--- src/rtl/mul_div_unit.sv ---
// +--------------------------------------------------------------------------+
// | mul_div_unit: iterative MULT/MULTU/DIV/DIVU unit with HI/LO registers.   |
// | Optional macro MDU_FAST_MULT_EN: single-cycle combinational multiply.    |
// | Revision: 1.0                                                            |
// +--------------------------------------------------------------------------+
`default_nettype none

module mul_div_unit #(
  parameter int WIDTH = 32
) (
  input  logic             clk,
  input  logic             rst_n,
  input  logic [WIDTH-1:0] a,
  input  logic [WIDTH-1:0] b,
  input  logic [1:0]       op,
  input  logic             start,
  input  logic             hi_we,
  input  logic             lo_we,
  input  logic [WIDTH-1:0] wdata,
  output logic [WIDTH-1:0] hi,
  output logic [WIDTH-1:0] lo,
  output logic             busy,
  output logic             done
);

  localparam logic [1:0] c_idle = 2'd0;
  localparam logic [1:0] c_calc = 2'd1;
  localparam logic [1:0] c_sign = 2'd2;
  localparam logic [5:0] c_last = 6'(WIDTH - 1);

  logic [1:0]         r_state;
  logic [5:0]         r_cnt;
  logic               r_div;
  logic               r_neg_q;
  logic               r_neg_r;
  logic [WIDTH-1:0]   r_mag;
  logic [2*WIDTH-1:0] r_acc;
  logic [WIDTH-1:0]   r_hi;
  logic [WIDTH-1:0]   r_lo;
  logic               r_done;

  logic               w_signed;
  logic               w_div_zero;
  logic               w_neg_q;
  logic               w_neg_r;
  logic [WIDTH-1:0]   w_mag_a;
  logic [WIDTH-1:0]   w_mag_b;
  logic [WIDTH:0]     w_add;
  logic [2*WIDTH-1:0] w_mul_next;
  logic [WIDTH:0]     w_rem_sh;
  logic               w_ge;
  logic [WIDTH-1:0]   w_diff;
  logic [2*WIDTH-1:0] w_div_next;
  logic [2*WIDTH-1:0] w_prod;
  logic [WIDTH-1:0]   w_res_hi;
  logic [WIDTH-1:0]   w_res_lo;

  assign w_signed   = ~op[0];
  assign w_div_zero = op[1] && (b == '0);
  // Divide-by-zero bypasses all sign fixing so HI/LO come out raw.
  assign w_neg_q    = w_signed && (a[WIDTH-1] ^ b[WIDTH-1]) && !w_div_zero;
  assign w_neg_r    = w_signed && a[WIDTH-1] && !w_div_zero;
  assign w_mag_a    = (w_signed && a[WIDTH-1]) ? (~a + 1'b1) : a;
  assign w_mag_b    = (w_signed && b[WIDTH-1]) ? (~b + 1'b1) : b;

  // Multiply: {partial, multiplier} shifts right, adding the multiplicand on a 1 LSB.
  assign w_add      = {1'b0, r_acc[2*WIDTH-1:WIDTH]} + {1'b0, r_mag};
  assign w_mul_next = r_acc[0] ? {w_add, r_acc[WIDTH-1:1]}
                               : {1'b0, r_acc[2*WIDTH-1:1]};

  // Divide: {rem, quot} shifts left; the shifted remainder needs one extra bit.
  assign w_rem_sh   = r_acc[2*WIDTH-1:WIDTH-1];
  assign w_ge       = (w_rem_sh >= {1'b0, r_mag});
  assign w_diff     = w_rem_sh[WIDTH-1:0] - r_mag;
  assign w_div_next = w_ge ? {w_diff, r_acc[WIDTH-2:0], 1'b1}
                           : {r_acc[2*WIDTH-2:0], 1'b0};

  assign w_prod = r_neg_q ? (~r_acc + 1'b1) : r_acc;

  always_comb begin
    w_res_hi = w_prod[2*WIDTH-1:WIDTH];
    w_res_lo = w_prod[WIDTH-1:0];
    if (r_div) begin
      w_res_lo = r_neg_q ? (~r_acc[WIDTH-1:0] + 1'b1) : r_acc[WIDTH-1:0];
      w_res_hi = r_neg_r ? (~r_acc[2*WIDTH-1:WIDTH] + 1'b1) : r_acc[2*WIDTH-1:WIDTH];
    end
  end

`ifdef MDU_FAST_MULT_EN
  logic [2*WIDTH-1:0] w_fast_prod;
  assign w_fast_prod = {{WIDTH{1'b0}}, w_mag_a} * {{WIDTH{1'b0}}, w_mag_b};
`endif

  always_ff @(posedge clk or negedge rst_n) begin
    if (!rst_n) begin
      r_state <= c_idle;
      r_cnt   <= '0;
      r_div   <= 1'b0;
      r_neg_q <= 1'b0;
      r_neg_r <= 1'b0;
      r_mag   <= '0;
      r_acc   <= '0;
      r_hi    <= '0;
      r_lo    <= '0;
      r_done  <= 1'b0;
    end else begin
      r_done <= 1'b0;
      case (r_state)
        c_idle: begin
          if (start) begin
            r_div   <= op[1];
            r_neg_q <= w_neg_q;
            r_neg_r <= w_neg_r;
            r_cnt   <= '0;
            r_state <= c_calc;
            if (op[1]) begin
              r_mag <= w_mag_b;
              r_acc <= {{WIDTH{1'b0}}, w_mag_a};
            end else begin
              r_mag <= w_mag_a;
              r_acc <= {{WIDTH{1'b0}}, w_mag_b};
            end
            if (w_div_zero) begin
              r_acc   <= {a, {WIDTH{1'b1}}};
              r_state <= c_sign;
            end
`ifdef MDU_FAST_MULT_EN
            else if (!op[1]) begin
              r_acc   <= w_fast_prod;
              r_state <= c_sign;
            end
`endif
          end else begin
            if (hi_we) r_hi <= wdata;
            if (lo_we) r_lo <= wdata;
          end
        end
        c_calc: begin
          r_acc <= r_div ? w_div_next : w_mul_next;
          r_cnt <= r_cnt + 6'd1;
          if (r_cnt == c_last) r_state <= c_sign;
        end
        c_sign: begin
          r_hi    <= w_res_hi;
          r_lo    <= w_res_lo;
          r_done  <= 1'b1;
          r_state <= c_idle;
        end
        default: r_state <= c_idle;
      endcase
    end
  end

  assign hi   = r_hi;
  assign lo   = r_lo;
  assign busy = (r_state != c_idle);
  assign done = r_done;

endmodule

`default_nettype wire

--- config.mk ---
export PLATFORM = sky130hd
export DESIGN_NAME = mul_div_unit
export DESIGN_NICKNAME = d
export VERILOG_FILES = /design/src/rtl/mul_div_unit.sv
export SDC_FILE = /design/constraint.sdc
export NUM_CORES = 1
export LEC_CHECK = 0
export BUFFER_PORTS_ARGS = -buffer_cell sky130_fd_sc_hd__buf_2
export CAP_MARGIN = 20
export CORE_MARGIN = 2
export CORE_UTILIZATION = 45
export DETAILED_ROUTE_END_ITERATION = 7
export PLACE_DENSITY_LB_ADDON = 0.25
export SETUP_SLACK_MARGIN = 0.2
export SYNTH_ARGS = -nofsm -noshare
export SYNTH_HDL_FRONTEND = slang
export SYNTH_SLANG_ARGS = --single-unit
--- constraint.sdc ---
create_clock -name clk -period 4.5 [get_ports clk]
set_input_delay 1.125 -clock clk [delete_from_list [all_inputs] [get_ports clk]]
set_output_delay 1.125 -clock clk [all_outputs]
set_load 0.05 [all_outputs]
After elaboration in Yosys (flattened, before gate mapping)

Cells that the tools add are included.

Add/sub/neg operators: 8
Multipliers: 0
Divide/modulo/power cells: 0
Order comparisons: 1
Equal/unequal tests: 8
Shift-type cells: 0
Muxes and demuxes: 28
Bitwise gates (word level): 7
Reductions and logical operators: 17

Operators by type and width:

| operator                | count |
|---|---|
| $mux W32                | 12 |
| $mux W64                | 6 |
| $add A32 B1 Y32 const B | 4 |
| $not A32 Y32            | 4 |
| $pmux W32 S2            | 2 |
| $pmux W64 S2            | 1 |
| $add A64 B1 Y64 const B | 1 |
| $not A64 Y64            | 1 |
| $add A32 B32 Y33        | 1 |
| $ge A33 B32 Y1          | 1 |
| $logic_not A32 Y1       | 1 |
| $sub A32 B32 Y32        | 1 |
| $pmux W6 S2             | 1 |
| $ne A2 B2 Y1 const B    | 5 |
| $add A6 B1 Y6 const B   | 1 |
| $eq A6 B5 Y1 const B    | 1 |
| $logic_and A1 B1 Y1     | 6 |
| $mux W2                 | 3 |
| $mux W6                 | 1 |
| $reduce_and A2 Y1       | 3 |
| $reduce_and A3 Y1       | 2 |
| $reduce_bool A2 Y1      | 3 |
| $pmux W2 S2             | 1 |
| $eq A2 B1 Y1 const B    | 1 |
| other kinds (6)         | 6 |

Register bits after elaboration: 172
Latch bits: 0
Bits in writable memories: 0
Memory bits (read-only): 0
Input bits: 103
Output and inout bits: 66
Word-level logic and storage cells: 79
Memories: 0

Depth between registers and ports, before layout

Word-level depth: 7
Depth in mapped cells: 16
Gate-level depth less buffers: 14

Worst setup path before layout

Ideal clock, no wire load.

Path kind: input -> register
From: in a[10]
To: reg r_mag[30]
Setup time: 0.125 ns
Arrival: 3.384 ns
Data required time: 4.375 ns
Slack: 0.992 ns
Stages: 9
Buffers on the path: 0
Path through: or4_1 -> nor4_2 -> and2b_1 -> nand3_1 -> or4_1 -> o21ai_1 -> xnor2_1 -> mux2_2 -> mux2_2

Cells in the longest elaborated chain, start to end: 4

RTL lines:

| element              | RTL line | source |
|---|---|---|
| start, declared      | 13       | `input logic [WIDTH-1:0] a,` |
| $not A32 Y32         | 63       | `assign w_mag_a = (w_signed && a[WIDTH-1]) ? (~a + 1'b1) : a;` |
| $add A32 B1 Y32      | 63       |  |
| $mux W32             | 63       |  |
| $mux W32             | 116      | `if (op[1]) begin` |
| end signal, assigned | 117      | `r_mag <= w_mag_b;` |
| end signal, assigned | 120      | `r_mag <= w_mag_a;` |
| end, declared        | 36       | `logic [WIDTH-1:0] r_mag;` |

Every way passes these cells.
A chain may end at the register's enable or synchronous reset.

Worst setup path in the final report

From: reg r_acc[31]
To: reg r_acc[62]

Cells in the longest elaborated chain, start to end: 4
Elaborated cells between the ends (all ways): 5
Classes of those cells: 1 x add/sub; 1 x order compare; 3 x mux

RTL lines:

| element                                            | RTL line | source |
|---|---|---|
| start, declared                                    | 37       | `logic [2*WIDTH-1:0] r_acc;` |
| start signal, assigned                             | 118      | `r_acc <= {{WIDTH{1'b0}}, w_mag_a};` |
| start signal, assigned                             | 121      | `r_acc <= {{WIDTH{1'b0}}, w_mag_b};` |
| start signal, assigned                             | 124      | `r_acc <= {a, {WIDTH{1'b1}}};` |
| $sub A32 B32 Y32 or $ge A33 B32 Y1 (tied branches) | 74, 73   |  |
| $mux W64 *                                         | 75       | `assign w_div_next = w_ge ? {w_diff, r_acc[WIDTH-2:0], 1'b1}` |
| $mux W64 *                                         | 139      | `r_acc <= r_div ? w_div_next : w_mul_next;` |
| $pmux W64 S2 *                                     | 108      | `case (r_state)` |

Mark *: on every way between the ends. The rest lies on a longest branch, timed or not.

==> summary.md <==
| Metric | Value |
|---|---|
| Power per cell area | `764 nW/um^2` |
| Final wirelength | `about 60,000 um` |
| # resized after CTS | `0` |
| Slew HR | `28.2%` |
| Global-route wire length before repair | `roughly 88,000 um` |
| Routability cong. | `just over 1` |
| Initial Util | `approximately 45%` |
| DR vias | `~16k` |
| Avg WL per Cell | `~23 um` |
| Worst-Margin Slew | `approximately 1.1 ns` |
| Clk sinks | `~170` |
| Syn nets | `around 2.2k` |
| Setup crit end kind | `flop` |
| Finish-stage setup viols | `0` |
| Yosys top cell by area | `dfrtp_1` |
| Drt initial violations | `1,495` |
| Post-place setup slack | `0.437 ns` |
| Die ar. | `approximately 36,000 sq um` |
| Crit path time final | `slightly below 4 ns` |
| Final Max Slew Viols | `0` |
| I/O pins | `approximately 170` |
| Max cap viols | `0` |
| Worst hold path class | `reg -> reg` |
| Worst path required time | `4.83 ns` |
| # rows | `between 60 and 70` |
| Fmax | `between 200 and 300 MHz` |
| Port Buffers | `~170` |
| Top FF cell, synth | `dfrtp_1` |
| DRC Markers | `0` |
| Ys async rst share | `100%` |
| Drt pass-1 iters | `7` |
| Synthesized cell area | `15,600 sq um` |
| Startpoint Class | `flop` |
| Die X | `190 um` |
| Leading cell type in the layout, fill and taps excluded | `o21ai_0` |
| Register area share after synthesis | `roughly 28%` |
| # hold bufs at CTS | `0` |
| Most frequent cells in the layout | `o21ai_0, nand2_1, dfrtp_1` |
| Root Buffer | `clkbuf_16` |
| Core Region | `34,300 sq um` |
| Peak supply drop | `roughly 440 uV` |
| WP data arrival | `roughly 4.2 ns` |
| Post-Synthesis Cells | `1,989` |
| Synth warnings | `0` |
| Setup TNS | `0 ns` |
| Synth-to-Final Area Change | `12.6%` |
| Count of different cell masters after synthesis | `a little under 80` |
| Post-synth EDFFs | `0` |
| RSZ-0062 raised after global routing | `no` |
| Share of cells above drive strength 1 | `approximately 14%` |
| Worst-path clk slew | `0.08 ns` |
| Final period util | `between 80 and 90%` |
| FILL cells | `about 3.3k` |
| Status | `finished clean` |
| Nets | `approximately 2.3k` |
| Clock buffer count from CTS | `17` |
| Initial antenna violation count | `2` |
| CTS H-tree depth | `4` |
| Kind of critical path | `reg -> reg` |
| Clock Path Buffers | `2` |
| Crit path max fanout | `5` |
| Worst-Skew Late Latency | `between 0.4 and 0.5 ns` |
| Largest net degree at the start of global routing | `between 100 and 150` |
| Remaining Overflow, GRT | `0` |
| Min setup slack post-route | `around 0.61 ns` |
| Setup Skew | `between 0.015 and 0.02 ns` |
| Yosys top cell area share | `27.6%` |
| DP Cell Count | `~2.5k` |
| Vias per std cell | `just over 6` |
| Leak | `roughly 0.0073 uW` |
| Top post-synthesis cells by area | `dfrtp_1, o21ai_0, mux2i_1` |
| Vias in the first global route | `between 10k and 15k` |
| Post-CTS Setup Inserts | `0` |
| DPL Wire Length | `around 46,000 um` |
| CTS tree | `yes` |
| Post-Route Utilization | `between 50% and 60%` |
| Final hold violations | `0` |
| Flip-flop and latch area | `approximately 4300 sq um` |
| Synthesis-stage register bit count | `around 170` |
| Non-Filler Instances | `approximately 2.6k` |
| Die Y | `190 um` |
| GRT Total Usage | `between 30% and 40%` |
| Synthesized area per cell | `slightly below 8 sq um` |
| Area taken by multi-input logic gates | `~11,000 sq um` |
| ANT nets after route | `0` |
## per-stage QoR
| step | hold WS (ns) | total power [uW] | cell area [sq um] |
|---|---|---|---|
| after global routing | 0.509 | 14200 | 17500 |
| after floorplan | 0.452 | 8910 | 15600 |
| after global placement | 0.481 | 11500 | 16900 |
| final | 0.496 | 13400 | 17500 |
| after detailed placement | 0.488 | 11600 | 16900 |
| after CTS | 0.495 | 13200 | 17500 |
## worst max-delay path: stages (launching register included)
cell and delay [ns]:
dfrtp_1 0.46, inv_1 0.16, ha_1 0.21, inv_1 0.07
fa_1 0.42, a21o_1 0.20, a221oi_1 0.28, buf_4 0.19
o211a_1 0.19, o21ba_2 0.17, a21oi_1 0.13, a41o_1 0.34
a221oi_1 0.40, o21ai_0 0.20, xnor2_1 0.22, o21ai_0 0.13
## cells in the mapped netlist (all sizes together) (7+ instances only)
library cell,number
nand2b,23
a221oi,15
o22ai,9
buf,33
o211ai,13
a21o,33
or4,17
nand3,32
o31ai,20
ha,69
nor3,43
xor2,62
and3,12
or3,25
inv,65
a31oi,16
nand2,211
clkbuf,107
mux2i,110
o21ai,234
o221ai,14
xnor2,112
a221o,15
nand4,12
o41ai,13
dfrtp,172
a21oi,162
a211oi,43
nor2,154
or2,7
o21bai,11
o21a,12
and2,9
nor2b,26
a22oi,10
nor4,19
## sequential cells by signal, indices dropped and copies added, names as in the netlist
| signal | flops |
|---|---|
| r_neg_q | 1 |
| r_div | 1 |
| done | 1 |
| hi | 32 |
| r_mag | 32 |
| r_cnt | 6 |
| r_neg_r | 1 |
| r_state | 2 |
| r_acc | 64 |
| lo | 32 |
## path summary, 6_finish.rpt
kind	endpoint	cells past startpoint	start	slack, ns
min	r_cnt[5]	1	r_cnt[5]	0.50
max reg2reg	r_acc[62]	15	r_acc[31]	0.61
min in group asynchronous	r_acc[40]	1	rst_n	0.72
max in group asynchronous	hi[14]	2	rst_n	2.78
min reg2reg	r_cnt[5]	1	r_cnt[5]	0.50
max	r_acc[62]	15	r_acc[31]	0.61
## per-layer routing
layer  vias up  track usage, %  share of wire (%)
li1       7382               -                  -
met1      7521            39.8                 39
met2       770            53.3                 45
met3       192            5.29                7.5
met4         0            22.7                7.6
met5         -               0                  0
## kinds of logic (layout without fill, tap and decap cells)
family	Yosys count	in the layout	share of synthesized area [%]
AOI/OAI and AO/OA	648	648	25.8
xor gates and xnor gates	174	174	9.78
adders and majority gates	71	71	5.80
buffers and inverters	206	319	5.15
DFF	172	172	27.6
muxes	113	113	7.28
other	0	1	0
and+or+nand+nor	605	605	18.6
## area by class of cell
cell class | count | area share, %
multi-input cells | 1611 | 59.9
flip-flops and latches | 172 | 24.5
repair buffers | 221 | 7.25
well taps | 455 | 3.24
clock buffers | 18 | 2.50
inverters | 66 | 1.42
clock inverters | 14 | 1.13
diodes | 1 | 0.0143
## report_power, final
part           internal, uW  leakage, uW  switching (uW)
combinational          3410      0.00491            5370
sequential             2100      0.00207             904
clock                   869     0.000305             755
total                  6380      0.00728            7030
Power figures use the tool's default switching activity.
